$ cat src/rtl/mac_pkg.sv
// mac_pkg: shared widths and FSM state type for the MAC feeder.
package mac_pkg;
  localparam int BW = 4;
  localparam int PSUM_BW = 16;
  typedef enum logic [1:0] {IDLE, ISSUE, WAIT, DONE} state_t;
endpackage

$ cat src/rtl/mac_feeder_fifo.sv
// mac_feeder_fifo: 4-entry valid/ready FIFO; push_ready comes from the registered count only.
module mac_feeder_fifo #(
  parameter int w = 8
) (
  input  logic         clk,
  input  logic         reset,
  input  logic         push_valid,
  output logic         push_ready,
  input  logic [w-1:0] push_data,
  output logic         pop_valid,
  input  logic         pop_ready,
  output logic [w-1:0] pop_data
);
  logic [w-1:0] mem [4];
  logic [1:0] wp, rp;
  logic [2:0] cnt;
  logic push, pop;
  always_comb begin
    push_ready = cnt != 3'd4 && !reset;
    pop_valid = cnt != 3'd0;
    push = push_valid && push_ready;
    pop = pop_ready && pop_valid;
    pop_data = mem[rp];
  end
  always_ff @(posedge clk) begin
    if (reset) begin
      wp <= '0;
      rp <= '0;
      cnt <= '0;
    end else begin
      wp <= wp + 2'(push);
      rp <= rp + 2'(pop);
      cnt <= cnt + 3'(push) - 3'(pop);
    end
  end
  always_ff @(posedge clk)
    if (push) mem[wp] <= push_data;
endmodule

$ cat src/rtl/mac_feeder.sv
// mac_feeder: feeds len operand pairs through an external MAC and accumulates the dot product.
// Define MAC_FEEDER_FIFO_EN to buffer input pairs in a 4-entry FIFO.
module mac_feeder
  import mac_pkg::*;
#(
  parameter int bw = BW,
  parameter int psum_bw = PSUM_BW,
  parameter int len = 10,
  parameter int mac_lat = 1
) (
  input  logic               clk,
  input  logic               reset,
  input  logic               start,
  input  logic               in_valid,
  output logic               in_ready,
  input  logic [bw-1:0]      in_a,
  input  logic [bw-1:0]      in_b,
  output logic [bw-1:0]      mac_a,
  output logic [bw-1:0]      mac_b,
  output logic [psum_bw-1:0] mac_c,
  input  logic [psum_bw-1:0] mac_out,
  output logic               out_valid,
  output logic [psum_bw-1:0] out_psum,
  output logic               busy
);
  localparam int cw = $clog2(len + 1);
  localparam int ww = $clog2(mac_lat + 2);
  state_t state, state_n;
  logic [cw-1:0] cnt;
  logic [ww-1:0] wcnt;
  logic [psum_bw-1:0] acc;
  logic [bw-1:0] pair_a, pair_b;
  logic pair_avail, take, wait_last, cnt_last, out_valid_r;
`ifdef MAC_FEEDER_FIFO_EN
  mac_feeder_fifo #(.w(2 * bw)) u_fifo (
    .clk        (clk),
    .reset      (reset),
    .push_valid (in_valid),
    .push_ready (in_ready),
    .push_data  ({in_a, in_b}),
    .pop_valid  (pair_avail),
    .pop_ready  (take),
    .pop_data   ({pair_a, pair_b})
  );
`else
  assign pair_avail = in_valid;
  assign pair_a = in_a;
  assign pair_b = in_b;
  assign in_ready = state == ISSUE && !reset;
`endif
  assign take = state == ISSUE && pair_avail;
  assign wait_last = state == WAIT && wcnt == ww'(mac_lat);
  assign cnt_last = cnt == cw'(len - 1);
  always_ff @(posedge clk)
    state <= reset ? IDLE : state_n;
  always_comb
    state_n = state == IDLE  ? (start ? ISSUE : IDLE) :
              state == ISSUE ? (take ? WAIT : ISSUE) :
              state == WAIT  ? (wait_last ? (cnt_last ? DONE : ISSUE) : WAIT) :
                               IDLE;
  always_comb begin
    busy = state != IDLE && !reset;
    out_valid = out_valid_r && !reset;
  end
  always_ff @(posedge clk) begin
    if (reset) begin
      acc <= '0;
      cnt <= '0;
      wcnt <= '0;
      mac_a <= '0;
      mac_b <= '0;
      mac_c <= '0;
      out_valid_r <= 1'b0;
      out_psum <= '0;
    end else begin
      out_valid_r <= state == DONE;
      if (state == DONE) out_psum <= acc;
      if (state == IDLE && start) begin
        acc <= '0;
        cnt <= '0;
      end
      if (take) begin
        mac_a <= pair_a;
        mac_b <= pair_b;
        mac_c <= acc;
        wcnt <= '0;
      end
      if (state == WAIT) wcnt <= wcnt + ww'(1);
      if (wait_last) begin
        acc <= mac_out;
        cnt <= cnt + cw'(1);
      end
    end
  end
endmodule

$ cat config.mk
export PLATFORM = sky130hd
export DESIGN_NAME = mac_feeder
export DESIGN_NICKNAME = d
export VERILOG_FILES = /design/src/rtl/mac_pkg.sv /design/src/rtl/mac_feeder_fifo.sv /design/src/rtl/mac_feeder.sv
export SDC_FILE = /design/constraint.sdc
export NUM_CORES = 1
export LEC_CHECK = 0
export ABC_AREA = 0
export CORE_UTILIZATION = 30
export CTS_CLUSTER_SIZE = 8
export DETAILED_ROUTE_END_ITERATION = 12
export PLACE_DENSITY_LB_ADDON = 0.05
export SLEW_MARGIN = 40
export SYNTH_ARGS = -nofsm -noshare
export SYNTH_HDL_FRONTEND = slang
export SYNTH_HIERARCHICAL = 1
export SYNTH_SLANG_ARGS = --single-unit
export TNS_END_PERCENT = 20
$ cat constraint.sdc
create_clock -name clk -period 3.3 [get_ports clk]
set_input_delay 0.66 -clock clk [delete_from_list [all_inputs] [get_ports clk]]
set_output_delay 0.66 -clock clk [all_outputs]
set_load 0.005 [all_outputs]
==> metrics.cfg, run 1 <==
[run_status]
status = finished clean

[clocking]
cts_hold_buf = 0
htree_levels = 3
clockBufferDepth = 2
cts.reportedPaths.clkPinSlew_ns = 0.07
tritoncts = yes
post_cts_resized = 0
clk_latency_ns = 0.34
cts_setup_buffers = 0
clockRootBuffer = clkbuf_8
clock_sinks = 65
cts_buffers = 9

[die]
coreArea_um2 = 7727
die_area_um2 = 8310
initial_core_util = 0.3086
die_h_um = 91.16
pin_count = 71
die_x_um = 91.16
rows = 32

[yosys]
synth_common_cells = nand2_1 (82), dfxtp_1 (65), a21oi_1 (43)
ys_ff_latch = 65
ys_seq_area_frac = 0.5456
syn_area_per_cell_um2 = 8.865
synth_edf_count = 0
syn_nets = 300
synth_top_cell_by_area = dfxtp_1
synth_area_um2 = 2385
synth_top_area_frac = 0.5456
synthArstFlopShare = 0
netlist-cell-type-count = 34
netlist_instances = 269
synth.area.top_cells = dfxtp_1 (55%), nand2_1 (13%), a21oi_1 (9.0%)
yosysWarnings = 6
synthFlopType = dfxtp_1
synth.most_common_cell = nand2_1

[global_route]
grt_first_pass_wirelength_um = 9984
grt_antenna_before_repair = 0
grt_max_degree = 32
grt_pass1_vias = 1970
overflow = 0
gr-usage-all-layers = 0.1570

[sta]
fmax_mhz = 409.1
post-route-period-util = 0.7407
maxSlewViolCount = 0
period_minus_slack_ns = 2.444
finClkSkew_ns = 0.005979
worst_pin_slew_ns = 0.6678
relSlewSlack = 0.5548
finalHoldViolCount = 0
tns_ns = 0
rsz0062_at_grt = no
setup_violations = 0

[drt]
dr.pass1.iters = 4
ant_nets = 0
vias_per_cell = 4.569
drt_iter0_markers = 77
wire_per_inst_um = 13.62
drt_wl_total_um = 6007
vias = 2015
drcViolationCount = 0

[placed_design]
dpl.hpwl_um = 3724
gp_congestion = 0.6817
io_buffers = 70

[critical_path]
reg2reg_from = state[1]
endpoint = in_ready
r2r_slack_ns = 1.58
critical_path.startpoint = state[0]
end_kind = output pin
crit_arrival_ns = 1.78
cp-start-kind = flop
path_max_fanout = 13
rr_endpoint = acc[8]
critPathRequiredTime_ns = 2.64
critical_path_class = flop to output pin
r2r_cells = 3

[cells_and_area]
final_core_util = 0.4302
area_delta_synth_final_pct = 39.40
multi_input_area_um2 = 972.2
fin_nets = 365
regArea_um2 = 1301
fillCellCount = 795
insertedDiodeCount = 0
drive_gt1_frac = 0.07375

[power_and_ir_drop]
peakVddDrop_mv = 0.2001
power_per_cell_area_nw_per_um2 = 458.4
leakagePower_nw = 1.142

[min_path]
worstHoldStart = out_psum[6]
min_path_type = flop to flop

[flow_run]
cap_violations = 0

==> critical path: stages (launching register included) <==
cell and delay [ns]:
dfxtp_1 0.56, inv_1 0.16, nor3_1 0.20, clkdlybuf4s50_1 0.53
==> cell type report <==
type                    instances  area share
well taps                     102     0.03839
clock buffers                  11     0.04554
clock inverters                 5    0.009033
repair buffers                 72      0.2175
inverters                       5    0.005645
flip-flops and latches         65      0.3914
multi-input cells             181      0.2924
==> cell families after synthesis <==
kind of cell	Yosys count	share of synthesized area
AND/OR/NAND/NOR	108	0.1978
buffers and inverters	23	0.04879
XOR/XNOR	1	0.003673
flip-flops	65	0.5456
AO/OA/AOI/OAI	68	0.1821
adder cells (fa/ha/maj)	3	0.01574
multiplexers	1	0.006294
==> metrics by stage <==
| step | area, um^2 | hold WS, ns | setup WS (ns) | instances | total power, mW |
|---|---|---|---|---|---|
| 6_report | 3324 | 0.4524 | 0.8558 | 441 | 1.524 |
| 5_1_grt | 3324 | 0.4793 | 0.7503 | 441 | 1.594 |
| 4_1_cts | 3319 | 0.4545 | 0.8247 | 441 | 1.555 |
| 3_5_place_dp | 3138 | 0.4462 | 0.8964 | 425 | 0.9297 |
| 3_3_place_gp | 3138 | 0.4403 | 0.9094 | 425 | 0.9302 |
| 2_1_floorplan | 2385 | 0.4454 | 1.412 | 269 | 0.8716 |
==> where the power goes <==
group / total, mW / internal, mW / switching (mW)
sequential: 0.800 / 0.792 / 0.00867
clock: 0.614 / 0.309 / 0.305
combinational: 0.109 / 0.0553 / 0.0539
==> metal layers <==
layer / part of all wire / vias to the layer above / global-route usage
met5: 0 / - / 0
met4: 0.021 / 0 / 0.09127
met3: 0.060 / 10 / 0.04439
met2: 0.45 / 54 / 0.2348
met1: 0.47 / 925 / 0.2011
li1: - / 1026 / -
==> worst min path at each step <==
stage | end | slack [ns] | depth (start not counted)
detailed placement | out_psum[6] | 0.45 | 2
global placement | out_psum[6] | 0.44 | 2
finish | out_psum[6] | 0.45 | 2
CTS | out_psum[6] | 0.45 | 2
global route | out_psum[3] | 0.48 | 2
floorplan | mac_c[0] | 0.45 | 2
==> cell usage in the layout, fill, tap and decap left out, drive strengths merged, types with 2 or more instances in the layout <==
master         count
a21oi             44
a22o              17
and2               2
and3b              2
buf                3
clkbuf            11
clkdlybuf4s50     69
clkinv             3
clkinvlp           2
dfxtp             65
ha                 3
inv                5
nand2             82
nand2b             4
nand3b             2
nor2               8
nor3               2
o21ai              2
o31ai              2
==> sequential cells by signal, indices dropped and copies added, names as in the netlist <==
signal / count
state: 2
wcnt: 2
cnt: 4
mac_b: 4
mac_a: 4
acc: 16
out_valid_r: 1
out_psum: 16
mac_c: 16
Power figures use the tool's default switching activity.
==> run 2, diff against run 1 <==
==> constraint.sdc (replaced) <==
create_clock -name clk -period 2.2 [get_ports clk]
set_input_delay 0.44 -clock clk [delete_from_list [all_inputs] [get_ports clk]]
set_output_delay 0.44 -clock clk [all_outputs]
set_load 0.005 [all_outputs]
==> metrics.cfg, run 2 (same netlist as run 1, synthesis figures left out) <==
[drt]
vias = 2023
drcViolationCount = 0
drt_wl_total_um = 5963
ant_nets = 0
dr.pass1.iters = 4
drt_iter0_markers = 90
vias_per_cell = 4.546
wire_per_inst_um = 13.40

[die]
die_h_um = 91.16
pin_count = 71
die_x_um = 91.16
rows = 32
coreArea_um2 = 7727
initial_core_util = 0.3086
die_area_um2 = 8310

[critical_path]
path_max_fanout = 13
end_kind = output pin
critPathRequiredTime_ns = 1.76
crit_arrival_ns = 1.65
cp-start-kind = flop
critical_path_class = flop to output pin
r2r_cells = 4

[flow_run]
cap_violations = 0

[global_route]
overflow = 0
grt_max_degree = 38
grt_pass1_vias = 1837
gr-usage-all-layers = 0.1502
grt_first_pass_wirelength_um = 9515
grt_antenna_before_repair = 0

[clocking]
cts_setup_buffers = 0
clockBufferDepth = 2
htree_levels = 3
cts_hold_buf = 0
tritoncts = yes
cts.reportedPaths.clkPinSlew_ns = 0.07
clockRootBuffer = clkbuf_8
clk_latency_ns = 0.33
cts_buffers = 9
clock_sinks = 65

[cells_and_area]
final_common_cell = nand2_1
largest_registers = acc x16, mac_c x16, out_psum x16
drive_gt1_frac = 0.08455
fillCellCount = 816
fin_nets = 370
multi_input_area_um2 = 972.2
final_core_util = 0.4330
postLayoutCellArea_um2 = 3346
regArea_um2 = 1304
area_delta_synth_final_pct = 40.29
most-common-layout-cells = nand2_1 (82), clkdlybuf4s50_1 (69), dfxtp_1 (63)
insertedDiodeCount = 0

[placed_design]
dpl_cell_area_um2 = 3176
dpl.hpwl_um = 3908
gp_congestion = 0.6722
place_ws_ns = 0.3196
io_buffers = 70

[run_status]
status = finished clean

[sta]
finalHoldViolCount = 0
relSlewSlack = 0.5571
tns_ns = 0
maxSlewViolCount = 0
finClkSkew_ns = 0.007440
fmax_mhz = 478.9
period_minus_slack_ns = 2.088
post-route-period-util = 0.9492
worst_slack_ns = 0.1117
setup_violations = 0
worst_pin_slew_ns = 0.6627
rsz0062_at_grt = no

[power_and_ir_drop]
power_per_cell_area_nw_per_um2 = 667.9
finalPower_mw = 2.235
peakVddDrop_mv = 0.3195
leakagePower_nw = 1.161

[min_path]
whs_path_depth = 2
min_path_type = flop to flop

[run 2: power breakdown]
group | switching [mW] | leakage [nW] | total, mW | internal, mW
Combinational | 0.0807 | 0.554 | 0.170 | 0.0889
Clock | 0.433 | 0.0822 | 0.863 | 0.430
Sequential | 0.0133 | 0.525 | 1.20 | 1.19
[run 2: worst paths after layout]
check	startpoint	slack, ns	end
max	state[0]	0.11	in_ready
min	mac_a[3]	0.45	mac_a[3]
max reg2reg	wcnt[0]	0.68	cnt[3]
min reg2reg	mac_a[3]	0.45	mac_a[3]
[run 2: cell type report]
| class | instances | share of cell area |
|---|---|---|
| clock buffers | 12 | 0.04338 |
| well taps | 102 | 0.03814 |
| repair buffers | 77 | 0.2274 |
| multi-input cells | 181 | 0.2906 |
| clock inverters | 3 | 0.005236 |
| inverters | 5 | 0.005610 |
| flip-flops and latches | 65 | 0.3897 |
[run 2: layer usage]
| layer | up-vias | share of wire | GRT usage |
|---|---|---|---|
| met5 | - | 0 | 0 |
| met4 | 0 | 0.018 | 0.07937 |
| li1 | 1036 | - | - |
| met1 | 922 | 0.49 | 0.2024 |
| met2 | 57 | 0.44 | 0.2254 |
| met3 | 8 | 0.053 | 0.03015 |
[run 2: metrics by stage]
stage | hold WS [ns] | std cells
2_1_floorplan | 0.4454 | 269
3_3_place_gp | 0.4417 | 430
3_5_place_dp | 0.4468 | 430
4_1_cts | 0.4559 | 445
5_1_grt | 0.4773 | 445
6_report | 0.4534 | 445
[run 2: timing repair]
| action | in CTS | in global routing |
|---|---|---|
| endpoints found under the hold margin | 0 | 0 |
| endpoints found under the setup margin | 1 | 1 |
| gates resized for setup | 1 | 1 |
[run 2: worst max-delay path: stages (launching register included)]
cell	delay, ns
dfxtp_2	0.45
inv_1	0.12
nor3_1	0.21
clkdlybuf4s50_1	0.53
==> run 3, diff against run 2 <==
--- a/config.mk
+++ b/config.mk
@@ -6,7 +6,7 @@
 export NUM_CORES = 1
 export LEC_CHECK = 0
 export ABC_AREA = 0
-export CORE_UTILIZATION = 30
+export CORE_UTILIZATION = 40
 export CTS_CLUSTER_SIZE = 8
 export DETAILED_ROUTE_END_ITERATION = 12
 export PLACE_DENSITY_LB_ADDON = 0.05
==> constraint.sdc (replaced) <==
create_clock -name clk -period 2.2 [get_ports clk]
set_input_delay 0.44 -clock clk [delete_from_list [all_inputs] [get_ports clk]]
set_output_delay 0.44 -clock clk [all_outputs]
set_load 0.01 [all_outputs]
==> metrics.cfg, run 3 (same netlist as run 1, synthesis figures left out) <==
[run_status]
status = finished clean

[global_route]
grt_pass1_vias = 1809
grt_antenna_before_repair = 0
grt_max_degree = 25
overflow = 0
grt_first_pass_wirelength_um = 8880
gr-usage-all-layers = 0.1871

[drt]
ant_nets = 0
drcViolationCount = 0
drt_iter0_markers = 99
dr.pass1.iters = 4
wire_per_inst_um = 13.31
drt_wl_total_um = 5537
vias_per_cell = 4.889
vias = 2034

[critical_path]
crit_chain = inv_1 > nor3_1 > clkdlybuf4s50_1
r2r_cells = 4
cp-start-kind = flop
crit_arrival_ns = 1.62
r2r_slack_ns = 0.51
path_max_fanout = 13
end_kind = output pin
critical_path.startpoint = state[0]
cp_slowest_cell = clkdlybuf4s50_1
rr_endpoint = acc[3]
critical_path_class = flop to output pin
reg2reg_from = wcnt[0]
critPathRequiredTime_ns = 1.76
max_stage_delay_ns = 0.56

[sta]
maxSlewViolCount = 0
post-route-period-util = 0.9377
rsz0062_at_grt = no
worst_pin_slew_ns = 0.7390
tns_ns = 0
fmax_mhz = 484.7
relSlewSlack = 0.5068
worst_slack_ns = 0.1370
setup_violations = 0
finalHoldViolCount = 0
period_minus_slack_ns = 2.063
finClkSkew_ns = 0.005214

[clocking]
cts_hold_buf = 0
post_cts_resized = 1
clockBufferDepth = 2
clockRootBuffer = clkbuf_8
cts_buffers = 9
htree_levels = 3
clk_latency_ns = 0.33
tritoncts = yes
cts.reportedPaths.clkPinSlew_ns = 0.07
cts_setup_buffers = 0
clock_sinks = 65

[cells_and_area]
drive_gt1_frac = 0.09302
insertedDiodeCount = 0
most-common-layout-cells = nand2_1 (82), clkdlybuf4s50_1 (69), dfxtp_1 (63)
largest_registers = acc x16, mac_c x16, out_psum x16
regArea_um2 = 1304
fin_nets = 370
area_delta_synth_final_pct = 41.34
multi_input_area_um2 = 967.2
fillCellCount = 495
final_common_cell = nand2_1

[min_path]
worstHoldStart = reset
min_path_type = input port to flop
whs_path_depth = 2
holdPathEnd = wcnt[1]

[die]
die_area_um2 = 6275
rows = 27
die_h_um = 79.22
pin_count = 71
initial_core_util = 0.4227
coreArea_um2 = 5642
die_x_um = 79.22

[power_and_ir_drop]
peakVddDrop_mv = 0.3768
power_per_cell_area_nw_per_um2 = 766.5
leakagePower_nw = 1.198

[placed_design]
place_ws_ns = 0.3565
gp_congestion = 0.7483
io_buffers = 70
dpl.hpwl_um = 3630

[flow_run]
cap_violations = 0

-- run 3: worst max path at each step --
stage	to	cells past startpoint
3_3_place_gp	in_ready	3
4_1_cts	busy	3
2_1_floorplan	in_ready	3
3_5_place_dp	in_ready	3
6_report	in_ready	3
5_1_grt	in_ready	3
-- run 3: area by class of cell --
class                           instances  area share
Clock inverter                          6     0.03118
Multi-Input combinational cell        181      0.2869
Clock buffer                           10     0.04083
Inverter                                5    0.005568
Timing Repair Buffer                   77      0.2220
Sequential cell                        65      0.3868
Tap cell                               72     0.02673
-- run 3: stage by stage --
stage	hold slack (ns)	power (mW)	cell area (um^2)	cells	util
5_1_grt	0.4152	2.681	3371	416	0.5975
4_1_cts	0.3908	2.617	3369	416	0.5973
2_1_floorplan	0.4454	1.310	2385	269	-
3_3_place_gp	0.4414	1.398	3126	400	0.5540
3_5_place_dp	0.4453	1.398	3126	400	0.5540
6_report	0.4067	2.584	3371	416	0.5975
-- run 3: critical path: cells and delay by family, from the launching register on --
kind | cells | cell delay (ns)
buffers and inverters | 2 | 0.67
DFF | 1 | 0.44
and+or+nand+nor | 1 | 0.19
-- run 3: metal layers --
metal  global-route usage  routed length [um]  part of all wire  vias up
met5                    0                   0                 0        -
met4              0.09273                  89             0.016        0
met3              0.04598                 335             0.061        9
met2               0.2750                2401              0.43       59
met1               0.2539                2711              0.49      924
li1                     -                   -                 -     1042
-- run 3: report_power, final --
group          total (mW)  switching [mW]  internal (mW)
clock                1.21           0.435          0.777
combinational       0.170          0.0821         0.0875
sequential           1.20          0.0129           1.19
